[src/rtl/mult_share_arbiter_pkg.sv]
// mult_pkg: shared state encoding and widths for the shared-multiplier arbiter
package mult_pkg;
  localparam logic [1:0] ST_IDLE = 2'd0;
  localparam logic [1:0] ST_CALC = 2'd1;
  localparam logic [1:0] ST_RESP = 2'd2;
  localparam int MULT_W = 4;
  localparam int PROD_W = 8;
  typedef enum logic [1:0] {
    S_IDLE = ST_IDLE,
    S_CALC = ST_CALC,
    S_RESP = ST_RESP
  } state_t;
endpackage

[src/rtl/mult_share_arbiter_mult.sv]
// multiplier_4bit: unsigned combinational array multiplier built from AND partial products and full-adder rows
module multiplier_4bit
  import mult_pkg::*;
(
  input  logic [MULT_W-1:0] x,
  input  logic [MULT_W-1:0] y,
  output logic [PROD_W-1:0] z
);
  // Each row adds the next partial product to the previous row shifted right; the bit shifted out is final
  always_comb begin
    logic [MULT_W:0] acc;
    logic c, a, b;
    z = '0;
    c = 1'b0;
    a = 1'b0;
    b = 1'b0;
    acc = {1'b0, x & {MULT_W{y[0]}}};
    for (int i = 1; i < MULT_W; i++) begin
      z[i-1] = acc[0];
      c = 1'b0;
      for (int j = 0; j < MULT_W; j++) begin
        a = acc[j+1];
        b = x[j] & y[i];
        acc[j] = a ^ b ^ c;
        c = (a & b) | (c & (a ^ b));
      end
      acc[MULT_W] = c;
    end
    z[PROD_W-1:MULT_W-1] = acc;
  end
endmodule

[src/rtl/mult_share_arbiter.sv]
// mult_share_arbiter: round-robin sharing of one 4x4 multiplier between two requesters with a tagged response
module mult_share_arbiter
  import mult_pkg::*;
#(
  parameter int WIDTH      = MULT_W,
  parameter bit FIRST_PRIO = 1'b0
) (
  input  logic                 clk,
  input  logic                 rst_n,
  input  logic [1:0]           req_valid,
  output logic [1:0]           req_ready,
  input  logic [WIDTH-1:0]     req_x0,
  input  logic [WIDTH-1:0]     req_y0,
  input  logic [WIDTH-1:0]     req_x1,
  input  logic [WIDTH-1:0]     req_y1,
  output logic                 rsp_valid,
  input  logic                 rsp_ready,
  output logic                 rsp_id,
  output logic [2*WIDTH-1:0]   rsp_z,
  output logic                 busy,
  output logic [7:0]           op_count
);
  state_t             state;
  logic [WIDTH-1:0]   op_x, op_y;
  logic               id, last_grant;
  logic [2*WIDTH-1:0] product;
  multiplier_4bit u_mult (
    .x(op_x),
    .y(op_y),
    .z(product)
  );
  // Grant only in IDLE; on contention the requester that did not win last time goes next
  always_comb begin
    req_ready = 2'b00;
    if (state == S_IDLE)
      req_ready = &req_valid ? (last_grant ? 2'b01 : 2'b10) : req_valid;
  end
  // Status outputs decode registered state only, so there is no input-to-output path
  always_comb begin
    busy      = state != S_IDLE;
    rsp_valid = state == S_RESP;
  end
  // Accept -> latch operands, compute for one cycle, hold the product until the consumer takes it
  always_ff @(posedge clk) begin
    if (!rst_n) begin
      state      <= S_IDLE;
      op_x       <= '0;
      op_y       <= '0;
      id         <= 1'b0;
      last_grant <= ~FIRST_PRIO;
      rsp_z      <= '0;
      rsp_id     <= 1'b0;
      op_count   <= '0;
    end else begin
      case (state)
        S_IDLE: if (|req_ready) begin
          op_x       <= req_ready[1] ? req_x1 : req_x0;
          op_y       <= req_ready[1] ? req_y1 : req_y0;
          id         <= req_ready[1];
          last_grant <= req_ready[1];
          state      <= S_CALC;
        end
        S_CALC: begin
          rsp_z  <= product;
          rsp_id <= id;
          state  <= S_RESP;
        end
        S_RESP: if (rsp_ready) begin
          op_count <= op_count + 8'd1;
          state    <= S_IDLE;
        end
        default: state <= S_IDLE;
      endcase
    end
  end
endmodule

[config.mk]
export PLATFORM = sky130hd
export DESIGN_NAME = mult_share_arbiter
export DESIGN_NICKNAME = d
export VERILOG_FILES = /design/src/rtl/mult_share_arbiter_pkg.sv /design/src/rtl/mult_share_arbiter_mult.sv /design/src/rtl/mult_share_arbiter.sv
export SDC_FILE = /design/constraint.sdc
export NUM_CORES = 1
export LEC_CHECK = 0
export ABC_AREA = 1
export BUFFER_PORTS_ARGS = -buffer_cell sky130_fd_sc_hd__buf_2
export CAP_MARGIN = 20
export CORE_MARGIN = 2
export CORE_UTILIZATION = 51
export DETAILED_ROUTE_END_ITERATION = 6
export GPL_ROUTABILITY_DRIVEN = 0
export PLACE_DENSITY = 0.78
export SYNTH_ARGS = -nofsm -noshare
export SYNTH_HDL_FRONTEND = slang
export SYNTH_SLANG_ARGS = --single-unit
[constraint.sdc]
create_clock -name clk -period 4.6 [get_ports clk]
set_input_delay 0.92 -clock clk [delete_from_list [all_inputs] [get_ports clk]]
set_output_delay 0.92 -clock clk [all_outputs]
set_load 0.1 [all_outputs]
==> out/results.txt <==
Outcome - completed
Tot GR Track Use - 0.201
Clock skew - 0.00869 ns
Slowest stage cell, crit path - fa_1
Die width - 59.0 um
Synthesis-stage register bit count - 29
Starting Density - 0.546
Via count - 1,380
MaxCap Viol Count - 0
RSZ-0062 raised after global routing - false
DIE HEIGHT - 59.0 um
Hold_buf cts - 0
Post-synth top area share - 0.376
Top post-synthesis cells by area - dfxtp_1 38%, nand2_1 15%, fa_1 10%
Worst hold stages - 2
IO Pins - 42
Row cnt - 19
Sequential element share of the synthesized area - 0.376
Top post-synthesis cells by count - 62 x nand2_1, 40 x inv_1, 29 x dfxtp_1, 19 x nor2_1, 16 x nand3_1
Pins Over Slew Limit - 0
Fin. Hold Viols - 0
Largest net degree at the start of global routing - 22
Setup violators final - 0
Async set-reset flop share out of synthesis - 0
Layout fillers - 277
Pwr dens - 338 nW/um2
Root Buffer - clkbuf_4
First-pass DRT Iterations - 4
Syn Inst Count - 214
Die area - 3490 um2
Slew Limit Headroom - 0.501
Diode count - 0
Clock latency on the worst-skew pair - 0.33 ns
Mapped Area - 1550 um2
Crit path top cell by count - fa_1
Static leakage - 1.01 nW
Synthesized Nets - 248
Post-Route Utilization - 0.649
CP max FO - 5
Fmax - 242 MHz
Area grow syn2layout - 18.9%
Number of remaining DRC errors - 0
CP Data Required Time - 4.80 ns
Peak VDD IR - 0.000178 V
TritonCTS buffer count - 5
Cell variety after synth - 25
Seq. cell area - 581 um2
Vias in the first global route - 1,175
Wire per inst - 10.0 um
CTS Sinks - 29
Post-detail-place hpwl - 2.22 mm
CTS tree - built
Setup crit start kind - flip-flop
Fraction of layout cells with a size suffix above 1 - 0.212
Clk pin slew, worst setup/hold paths - 0.09 ns
Number of synthesis warnings - 0
CP max stage delay - 0.50 ns
CP Capture Type - flip-flop
Port bufs - 41
HP Class - flip-flop to flip-flop
Max H-tree Level - 2
Remaining Overflow, GRT - 0
First-pass GRT wire length - 5.07 mm
Post-synth EDFFs - 0
Worst Path Arrival - 4.33 ns
Fin crit share - 0.899
Post-CTS setup buffer count - 0
Vias per inst - 4.76
Setup TNS - 0 ns
Crit path depth - 14
Multi-input gate area - 785 um2
Critical path class - flip-flop to flip-flop
Antenna violations before repair - 0
Synthesized area per cell - 7.22 um2
Crit-path leading delay family - adder cells
Final net count - 292
Worst Tran Pin Value - 0.745 ns
Final min period - 4.13 ns
Max clock buf depth - 2
Iter 0 DRT Violations - 42
Crit path cell chain - nand2_1 -> inv_1 -> ha_1 -> inv_1 -> fa_1 -> fa_1 -> inv_1 -> fa_1 -> fa_1 -> inv_1 -> fa_1 -> fa_1 -> fa_1 -> a21oi_1
Most frequent cell after synthesis - nand2_1
Area of the core - 2830 um2
Main flop type after synthesis - dfxtp_1
R2R cell count - 14
Worst path bufs/invs - 4
ANT nets after route - 0
Largest area contributor in the netlist - dfxtp_1
CTS resizes - 0
Drt total wl - 2.90 mm
## report_power, final
| part | total [mW] | internal (mW) | leakage [nW] | switching, mW |
|---|---|---|---|---|
| Combinational | 0.161 | 0.0334 | 0.728 | 0.128 |
| Sequential | 0.282 | 0.268 | 0.237 | 0.0133 |
| Clock | 0.179 | 0.0884 | 0.0413 | 0.0901 |
| Total | 0.621 | 0.390 | 1.01 | 0.231 |
## flip-flops by register name, indices dropped and copies added, names as in the netlist
register / flops
op_count: 8
rsp_z: 8
op_x: 4
op_y: 4
state: 2
id: 1
last_grant: 1
rsp_id: 1
## metal layers
layer,track usage,vias to the layer above,share of wire
met3,0.0786,4,0.057
met4,0.0877,0,0.015
li1,-,737,-
met2,0.279,44,0.40
met5,0,-,0
met1,0.277,595,0.53
## worst paths after layout
check / slack, ns / start / endpoint
setup / recovery: 0.47 / op_y[0]$_SDFFE_PN0P_ / rsp_z[6]$_SDFFE_PN0N_
hold / removal: 0.49 / rsp_z[0]$_SDFFE_PN0N_ / rsp_z[0]$_SDFFE_PN0N_
setup reg to reg: 0.47 / op_y[0]$_SDFFE_PN0P_ / rsp_z[6]$_SDFFE_PN0N_
hold reg to reg: 0.49 / rsp_z[0]$_SDFFE_PN0N_ / rsp_z[0]$_SDFFE_PN0N_
## cell usage in the layout (no fill, tap or decap), types with 2 or more instances in the layout
master and n:
nand2_1 62, buf_2 41, inv_1 40, dfxtp_1 29, nor2_1 19, nand3_1 16, a21oi_1 9, o21ai_0 8
fa_1 8, ha_1 5, clkbuf_4 5, nor3_2 2, clkbuf_8 2
## cells by family after synthesis
| logic type | count (synthesis) | synth area share |
|---|---|---|
| adder cells (fa/ha/maj) | 13 | 0.144 |
| buffers and inverters | 46 | 0.117 |
| AND/OR/NAND/NOR | 103 | 0.279 |
| AO/OA/AOI/OAI | 22 | 0.0785 |
| flip-flops | 29 | 0.376 |
| XOR/XNOR | 1 | 0.00567 |
## per-stage QoR
| stage | cells | cell area [um2] | setup slack, ns | hold slack [ns] | total power [mW] |
|---|---|---|---|---|---|
| floorplan | 214 | 1550 | 0.671 | 0.430 | 0.419 |
| global placement | 282 | 1770 | 0.587 | 0.467 | 0.447 |
| detailed placement | 282 | 1770 | 0.460 | 0.472 | 0.449 |
| CTS | 290 | 1840 | 0.448 | 0.486 | 0.627 |
| global route | 290 | 1840 | 0.297 | 0.513 | 0.657 |
| finish | 290 | 1840 | 0.465 | 0.487 | 0.621 |
## cell type report
| type | instances | share of cell area |
|---|---|---|
| multi-input combinational | 139 | 0.427 |
| clock inverter | 1 | 0.00272 |
| inverter | 42 | 0.0858 |
| timing repair buffer | 41 | 0.112 |
| sequential | 29 | 0.316 |
| clock buffer | 7 | 0.0354 |
| tap | 31 | 0.0211 |
## worst register-to-register path: cells and delay by family (launching register included)
kind / cells / cell delay, ns
AO/OA/AOI/OAI: 1 / 0.06
adder cells (fa/ha/maj): 8 / 3.23
buffers and inverters: 4 / 0.22
flip-flops: 1 / 0.42
AND/OR/NAND/NOR: 1 / 0.08
Note: power is estimated with default switching activity, not from simulation.
